## src/rtl/pcie_scrambler_nlane.sv

```systemverilog
// PCIe Gen1/Gen2 multi-lane data scrambler: NBYTES symbols per clock through one
// G(x)=x^16+x^5+x^4+x^3+1 LFSR chained in byte order, with one registered output stage.
module pcie_scrambler_nlane #(
  parameter int          NBYTES    = 2,
  parameter logic [15:0] LFSR_SEED = 16'hFFFF
) (
  input  logic                  clk,
  input  logic                  rst_n,
  input  logic                  in_valid,
  output logic                  in_ready,
  input  logic [8*NBYTES-1:0]   in_data,
  input  logic [NBYTES-1:0]     in_k,
  input  logic [NBYTES-1:0]     in_noscr,
  input  logic                  scr_bypass,
  output logic                  out_valid,
  input  logic                  out_ready,
  output logic [8*NBYTES-1:0]   out_data,
  output logic [NBYTES-1:0]     out_k,
  output logic                  lfsr_locked,
  output logic [15:0]           lfsr_state
);

  localparam logic [7:0] SYM_COM = 8'hBC;
  localparam logic [7:0] SYM_SKP = 8'h1C;

  // Eight Galois shifts collapsed into one step; each output bit is s[j-8] plus the
  // feedback taps folded back from the upper byte.
  function automatic logic [15:0] lfsr_adv8(input logic [15:0] s);
    logic [15:0] n;
    n[0]  = s[8];
    n[1]  = s[9];
    n[2]  = s[10];
    n[3]  = s[11] ^ s[8];
    n[4]  = s[12] ^ s[9]  ^ s[8];
    n[5]  = s[13] ^ s[10] ^ s[9]  ^ s[8];
    n[6]  = s[14] ^ s[11] ^ s[10] ^ s[9];
    n[7]  = s[15] ^ s[12] ^ s[11] ^ s[10];
    n[8]  = s[0]  ^ s[13] ^ s[12] ^ s[11];
    n[9]  = s[1]  ^ s[14] ^ s[13] ^ s[12];
    n[10] = s[2]  ^ s[15] ^ s[14] ^ s[13];
    n[11] = s[3]  ^ s[15] ^ s[14];
    n[12] = s[4]  ^ s[15];
    n[13] = s[5];
    n[14] = s[6];
    n[15] = s[7];
    return n;
  endfunction

  logic [15:0]          lfsr_p1;
  logic [15:0]          lfsr_p0;
  logic [8*NBYTES-1:0]  data_p0;
  logic                 com_p0;
  logic                 accept;

  assign in_ready   = !out_valid || out_ready;
  assign accept     = in_valid && in_ready;
  assign lfsr_state = lfsr_p1;

  // Stage 0: walk the beat in byte order, each byte seeing the state left by the previous one.
  always_comb begin
    logic [15:0] s;
    data_p0 = '0;
    com_p0  = 1'b0;
    s       = lfsr_p1;
    for (int i = 0; i < NBYTES; i++) begin
      if (in_k[i]) begin
        data_p0[8*i +: 8] = in_data[8*i +: 8];
        if (in_data[8*i +: 8] == SYM_COM) begin
          s      = LFSR_SEED;
          com_p0 = 1'b1;
        end else if (in_data[8*i +: 8] != SYM_SKP) begin
          s = lfsr_adv8(s);
        end
      end else begin
        if (in_noscr[i] || scr_bypass)
          data_p0[8*i +: 8] = in_data[8*i +: 8];
        else
          data_p0[8*i +: 8] = in_data[8*i +: 8] ^ s[15:8];
        s = lfsr_adv8(s);
      end
    end
    lfsr_p0 = s;
  end

  // Stage 1: output register; LFSR only moves when a beat is actually taken.
  always_ff @(posedge clk or negedge rst_n) begin
    if (!rst_n) begin
      lfsr_p1     <= LFSR_SEED;
      out_valid   <= 1'b0;
      out_data    <= '0;
      out_k       <= '0;
      lfsr_locked <= 1'b0;
    end else begin
      if (accept) begin
        out_data  <= data_p0;
        out_k     <= in_k;
        out_valid <= 1'b1;
        lfsr_p1   <= lfsr_p0;
        if (com_p0)
          lfsr_locked <= 1'b1;
      end else if (out_ready) begin
        out_valid <= 1'b0;
      end
    end
  end

endmodule

```

## config.mk

```make
export PLATFORM = sky130hd
export DESIGN_NAME = pcie_scrambler_nlane
export DESIGN_NICKNAME = d
export VERILOG_FILES = /design/src/rtl/pcie_scrambler_nlane.sv
export SDC_FILE = /design/constraint.sdc
export NUM_CORES = 1
export LEC_CHECK = 0
export ABC_AREA = 1
export CORE_MARGIN = 3
export CORE_UTILIZATION = 52
export DETAILED_ROUTE_END_ITERATION = 12
export GPL_ROUTABILITY_DRIVEN = 0
export GPL_TIMING_DRIVEN = 0
export PLACE_DENSITY = 0.81
export SLEW_MARGIN = 20
export SYNTH_ARGS = -nofsm -noshare
export SYNTH_HDL_FRONTEND = slang
export SYNTH_SLANG_ARGS = --single-unit
```

## constraint.sdc

```tcl
create_clock -name clk -period 2.06 [get_ports clk]
set_input_delay 0.309 -clock clk [delete_from_list [all_inputs] [get_ports clk]]
set_output_delay 0.309 -clock clk [all_outputs]
set_load 0.05 [all_outputs]
```

### Word level (Yosys, flattened, before mapping)

Cells that the tools add are included.

| word-level totals | value |
|---|---|
| word-level logic and storage cells | 82 |
| bits in registers | 36 |
| output and inout port bits | 37 |
| memory bits (writable) | 0 |
| memory bits (read-only) | 0 |
| memories kept | 0 |
| input port bits | 25 |
| latch bits | 0 |

| cells by class | value |
|---|---|
| mux-type cells | 16 |
| eq/ne operators | 4 |
| bitwise gates (word level) | 50 |
| multipliers | 0 |
| div/mod/pow operators | 0 |
| reductions and logical operators | 7 |
| add/subtract/negate cells | 0 |
| $lt $le $gt $ge | 0 |
| shift operators | 0 |

Operator list:

| kind | number |
|---|---|
| 16-bit 2-to-1 mux | 6 |
| 1-bit XOR | 48 |
| 8-bit 2-to-1 mux | 4 |
| 8-bit equality test, second input constant | 2 |
| 8-bit by 5-bit != test with 1-bit output, second input constant | 2 |
| 8-bit XOR | 2 |
| 1-bit 2-to-1 mux | 6 |
| 1-bit logical OR | 3 |
| 2-bit AND reduction | 1 |
| 2-bit nonzero test | 1 |
| 1-bit logical AND | 1 |
| 1-bit logical NOT | 1 |

### Logic depth before layout (Yosys ltp)

Gate-level depths: netlist (run 1).

| logic depth | value |
|---|---|
| depth after elaboration | 12 |
| gate-level depth with buffers | 15 |
| mapped depth without buffers | 14 |

### Worst setup path before layout (run 1)

No wires, ideal clock.

| timing | value |
|---|---|
| path type | flip-flop to flip-flop |
| from | register out_valid |
| to | register lfsr_p1[4], in the netlist lfsr_state[4] |
| period minus slack after synthesis | 2.058 ns |
| path slack | 0.002 ns |
| stages on the path, launching flop included | 9 |
| setup time | 0.073 ns |
| data arrival time | 1.985 ns |
| path buffers | 0 |
| required time | 1.987 ns |
| path through | dfrtp_1 > nand2_1 > nand2_1 > inv_1 > nand2_1 > inv_1 > o21ai_0 > inv_1 > a21oi_1 |

| between the ends | value |
|---|---|
| cells in the longest elaborated chain, start to end | 3 |

RTL lines:

| element | line | text |
|---|---|---|
| from (decl) | 15 | `output logic out_valid,` |
| from (signal assigned) | 89 | `out_valid <= 1'b0;` |
| from (signal assigned) | 97 | `out_valid <= 1'b1;` |
| from (signal assigned) | 102 | `out_valid <= 1'b0;` |
| 1-bit logical NOT | 55 | `assign in_ready = !out_valid \|\| out_ready;` |
| 1-bit logical OR | 55 |  |
| named net in_ready | 10 | `output logic in_ready,` |
| 1-bit logical AND | 56 | `assign accept = in_valid && in_ready;` |
| to (signal assigned) | 98 | `lfsr_p1 <= lfsr_p0;` |
| to (decl) | 49 | `logic [15:0] lfsr_p1;` |

The timed path passes the listed nets, and every way through them passes these cells.
A chain may end at the register's enable or synchronous reset.

### Final worst setup path (run 1)

| timing | value |
|---|---|
| from | register lfsr_p1[5], in the netlist lfsr_state[5] |
| to | output port lfsr_state[5] |

RTL lines:

| element | line | text |
|---|---|---|
| to (decl) | 20 | `output logic [15:0] lfsr_state` |

No word-level cell between the ends.

==> flow_summary.toml, run 1 <==
[yosys]
synth_largest_area_cell = "nand2_1"
yosysSeqAreaShare_pct = 30.34
synth_ff_type = "dfrtp_1"
synth_nets = 499
yosys.area_share.adder_pct = 0
synth_area_leaders = "nand2_1 (24%), dfrtp_1 (16%), dfstp_2 (14%), xor2_1 (5.8%), inv_1 (5.1%)"
synth_compound_area_share_pct = 11.25
muxShareOfSynthArea_pct = 0
yosys_warnings = 0
synthArstFlopShare_pct = 100.0
syn_avg_cell_area_um2 = 6.404
ys_seq_elements = 36
synth.top_cells.by_count = "nand2_1 (196), inv_1 (41), nand3_1 (27)"
synth_edf_count = 0
synth_most_common_cell = "nand2_1"
netlist_area_um2 = 3035
ys_types = 32
synth_top_family_by_area = "simple AND/OR/NAND/NOR gates"
synth-xor-area-share_pct = 8.079
synth_simple_gate_area_share_pct = 41.55
synth_top_area_share_pct = 24.24
synth_cells = 474

[setup_path]
worstPathRequired_ps = 1750
crit_family = "buffers and inverters"
worst-endpoint-arrival_ps = 1700
end_kind = "output port"
crit_buf_inv = 1
slowest_stage = "clkdlybuf4s50_1"
crit_fanout = 4
cp_slowest_stage_delay_ps = 820
crit_chain = "clkdlybuf4s50_1"
start_kind = "flip-flop"
critical_path_class = "flip-flop to output port"

[die]
core_area_um2 = 5574
floorplan.die.height_um = 82.40
pin_count = 62
die_w_um = 82.40
initial_core_util_pct = 54.46
dieArea_um2 = 6790
placementRows = 27

[grt]
track_usage_pct = 29.53
use_met3_pct = 4.664
overflow = 0
met1_usage_pct = 37.42
grt_pass1_vias = 3235
met2_usage_pct = 49.12
antenna_found_initial = 0
grt_max_degree = 22
busiest_layer = "met2"
grt_pass1_wl_um = 15070

[sta]
setup_violations = 0
fmaxAchievable_ghz = 0.4975
timing.final.ws_setup_ps = 49.91
finalHoldViolCount = 0
slew_violations = 0
period_share_pct = 97.58
relSlewSlack_pct = 47.35
finalClockSkew_ps = 7.297
timing.hold.ws_ps = 390.2
worst_pin_slew_ps = 783.8
rsz0062_at_grt = "true"
fin_crit_ps = 2010

[finish]
fill_cells = 471
syn_to_final_growth_pct = 32.40
diodes = 0
fin_area_um2 = 4019
drive_above_1_share_pct = 16.67
postLayoutCoreUtil_pct = 72.10
final-seq-area_um2 = 920.9
multiInputGateArea_um2 = 1916
nets = 576

[place]
port_buffers = 61
hpwl_um = 7094
postPlaceCellArea_um2 = 3759
pre_cts_ws_ps = -260.9

[cts]
clk_pin_slew_ps = 80
root_buffer = "clkbuf_8"
cts_tree = "done"
cts_sinks = 36
insertion_delay_ps = 290
numCtsBuffers = 5
htree_levels = 2
cts.path.max_buffers = 2

[pwr]
power_density_nw_per_um2 = 1564
power_leakage_uw = 0.002093
max-vdd-ir-drop_mv = 0.9586
total_power_uw = 6284

[route]
drc = 0
vias = 3467
drt_first_pass_iters = 5
wire_per_inst_um = 15.35
wl_um = 9576
final_antenna_net_count = 0
via_per_inst = 5.556
drt_iter0_drc = 386

[hold_path]
hold_path.class = "primary input to flip-flop"

[run_status]
status = "finished clean"

[run]
maxCapViolations = 0
## where the power goes
part           leakage, uW  switching [uW]  internal, uW  total [uW]
sequential        0.000415             192          1030        1230
combinational      0.00163            2980          1540        4520
clock            0.0000445             271           272         543
total              0.00209            3440          2840        6280
## layer usage
layer | part of all wire, % | up-vias
met5 | 0 | -
met4 | 3.3 | 0
met3 | 10 | 39
met2 | 47 | 206
met1 | 40 | 1584
li1 | - | 1638
## placed cells by master (no fill, tap or decap), types with 3 or more instances in the layout
master           count
nor2_2               3
dlymetal6s2s_1       7
dfstp_2             16
nand2_1            190
buf_2                6
or2_2                3
clkdlybuf4s50_1     53
clkbuf_1             6
a21oi_1             22
xor2_1              20
xnor2_1              8
nand3_1             26
nor2_4               5
nand2_4              6
clkbuf_8             6
buf_4                7
inv_2                8
inv_1               39
dfrtp_1             20
o21ai_0             23
nand3_2              3
nand4_1              5
nor2_1              23
buf_6                5
o21ai_1             10
nand2_2             13
## layout make-up
class,instances,share of cell area (%)
clock inverter,1,0.1868
multi-input combinational,374,47.67
timing repair buffer,70,17.84
inverter,48,4.483
clock buffer,7,2.148
buffer,16,2.522
sequential,36,22.91
tap,72,2.242
## path summary, 6_finish.rpt
check	startpoint	end	slack (ps)	cells past startpoint
worst max-delay path	lfsr_state[5]	lfsr_state[5]	50	1
worst min-delay path	in_data[0]	out_data[0]	390	3
worst max register to register	lfsr_state[14]	out_data[9]	100	10
worst min register to register	out_data[5]	out_data[5]	490	2
max in group asynchronous	rst_n	lfsr_state[9]	1040	3
min in group asynchronous	rst_n	out_data[6]	490	2
## through the flow
step	cells	TNS [ps]
after floorplan	474	0
after global placement	607	-5891
after detailed placement	608	-4097
after CTS	617	0
after global routing	624	-248.7
final	624	0
## logic make-up (layout without fill, tap and decap cells)
family / Yosys count / in the layout
AND/OR/NAND/NOR: 282 / 282
AO/OA/AOI/OAI: 64 / 64
buffers and inverters: 64 / 142
flip-flops: 36 / 36
XOR/XNOR: 28 / 28
## flip-flops by register name, indices dropped and copies added, names as in the netlist
signal,flops
lfsr_state,16
out_data,16
out_k,2
lfsr_locked,1
out_valid,1
## timing repair
action                                  CTS  global route
buffers inserted                          0             7
endpoints found under the setup margin    1            18
gates resized for setup                   1            34
pin swaps                                 0             7
endpoints found under the hold margin     7             0
hold buffers                              1             0
No activity file was read; power rests on OpenSTA's default activity.
==> inputs of run 2 (changes only) <==
--- a/config.mk
+++ b/config.mk
@@ -7,11 +7,11 @@
 export LEC_CHECK = 0
 export ABC_AREA = 1
 export CORE_MARGIN = 3
-export CORE_UTILIZATION = 52
+export CORE_UTILIZATION = 28
 export DETAILED_ROUTE_END_ITERATION = 12
 export GPL_ROUTABILITY_DRIVEN = 0
 export GPL_TIMING_DRIVEN = 0
-export PLACE_DENSITY = 0.81
+export PLACE_DENSITY = 0.49
 export SLEW_MARGIN = 20
 export SYNTH_ARGS = -nofsm -noshare
 export SYNTH_HDL_FRONTEND = slang
==> flow_summary.toml, run 2 (synthesis gave the netlist of run 1 again) <==
[setup_path]
crit_family = "buffers and inverters"
r2r_slack_ps = 130
crit_cells = 1
crit_buf_inv = 1
crit_fanout = 6
critical_path_class = "flip-flop to output port"
crit_chain = "clkdlybuf4s50_1"
cp-startpoint = "lfsr_state[2]"
slowest_stage = "clkdlybuf4s50_1"
rr_startpoint = "lfsr_state[15]"
start_kind = "flip-flop"
endpoint = "lfsr_state[2]"
worst-endpoint-arrival_ps = 1710
ff2ff_path_depth = 15
cp_slowest_stage_delay_ps = 820
worstPathRequired_ps = 1750
r2r-end = "lfsr_state[7]"
end_kind = "output port"

[place]
dp.cells = 672
hpwl_um = 8069
port_buffers = 61

[sta]
slew_violations = 0
fin_crit_ps = 2023
relSlewSlack_pct = 61.25
finalHoldViolCount = 0
worst_pin_slew_ps = 578.2
fmaxAchievable_ghz = 0.4943
rsz0062_at_grt = "true"
finalClockSkew_ps = 8.449
period_share_pct = 98.20
setup_violations = 0

[die]
initial_core_util_pct = 29.14
floorplan.die.height_um = 110.1
die_w_um = 110.1
dieArea_um2 = 12130
pin_count = 62
core_area_um2 = 10420
placementRows = 37

[route]
drt_iter0_drc = 211
vias = 3348
wire_per_inst_um = 15.68
drt_first_pass_iters = 5
via_per_inst = 4.803
final_antenna_net_count = 0
wl_um = 10930
drc = 0

[finish]
diodes = 0
final_cell_mix = "nand2_1 (186), clkdlybuf4s50_1 (50), inv_1 (38)"
mostFrequentLayoutCell = "nand2_1"
fin_cells = 697
nets = 585
syn_to_final_growth_pct = 39.08
drive_above_1_share_pct = 19.79

[grt]
grt_max_degree = 24
grt_pass1_wl_um = 16600
track_usage_pct = 17.97
overflow = 0
grt_pass1_vias = 3124
antenna_found_initial = 0

[pwr]
power_density_nw_per_um2 = 1532
p_int_uw = 2912
power_leakage_uw = 0.002170
p_sw_uw = 3553
seqPwrFrac_pct = 19.2
max-vdd-ir-drop_mv = 0.8992
p_sw_share_pct = 54.96
clock_power_share_pct = 8.8
comb_power_share_pct = 72.1
total_power_uw = 6465

[cts]
cts_sinks = 36
cts.path.max_buffers = 2
insertion_delay_ps = 300
cts_tree = "done"
numCtsBuffers = 5
root_buffer = "clkbuf_8"
clk_pin_slew_ps = 80
htree_levels = 2

[run_status]
status = "finished clean"

[hold_path]
hold_path.class = "primary input to flip-flop"

[run]
maxCapViolations = 0
## run 2: worst register-to-register path, cell delays in order, from the launching register on
cell	delay, ps
dfstp_2	540
buf_4	180
inv_2	80
nand2_1	80
nand2_1	50
nand2_1	70
nand2_1	50
nand2_1	60
nand3_1	110
nand2_4	150
inv_2	80
nand2_1	60
nand2_1	60
nand2_1	60
nand3_1	90
a21oi_1	150
## run 2: power by group through the flow
| stage | Clock, uW | Sequential (uW) | Combinational, uW |
|---|---|---|---|
| after floorplan | 0 | 1970 | 2330 |
| after global placement | 0 | 1250 | 4230 |
| after detailed placement | 0 | 1250 | 4290 |
| after CTS | 580 | 1240 | 4350 |
| after global routing | 608 | 1280 | 5080 |
| final | 566 | 1240 | 4660 |
## run 2: stage by stage
step	setup slack (ps)	TNS, ps	hold slack, ps	instance area (um2)	utilization [%]
finish	37.02	0	408.9	4222	40.53
global route	-55.58	-114.3	456.5	4222	40.53
CTS	4.647	0	486.5	3969	38.10
detailed placement	-339.6	-6689	266.8	3839	36.85
global placement	-312.7	-11910	453.1	3816	36.64
floorplan	1.600	0	13.41	3035	-
## run 2: how the worst min path moves through the flow
stage	endpoint	depth (start not counted)	slack [ps]	from
CTS	out_k[1]	2	490	out_k[1]
global placement	lfsr_locked	1	450	lfsr_locked
finish	out_data[4]	3	410	in_data[4]
detailed placement	out_k[0]	1	270	rst_n
floorplan	lfsr_locked	0	10	rst_n
global route	out_data[5]	3	460	in_data[5]
## run 2: layout make-up
cell class / count / area, um2
clock buffer: 7 / 86.33
clock inverter: 1 / 7.507
tap: 136 / 170.2
timing repair buffer: 78 / 780.7
multi-input combinational: 375 / 1969
sequential: 36 / 920.9
inverter: 48 / 180.2
buffer: 16 / 106.4
fill: 1118 / 6195
## run 2: repair_timing
action	CTS	global route
hold buffers	1	0
cloned	0	1
endpoints found under the setup margin	7	25
pin swaps	0	9
gates resized for setup	7	44
endpoints found under the hold margin	1	0
setup buffers	0	15
## run 2: per-layer routing
metal	GRT usage [%]	up-vias	share of wire, %
met1	25.22	1560	46
met5	0	-	0
met3	2.330	17	5.6
li1	-	1657	-
met4	4.661	0	1.6
met2	29.16	114	46
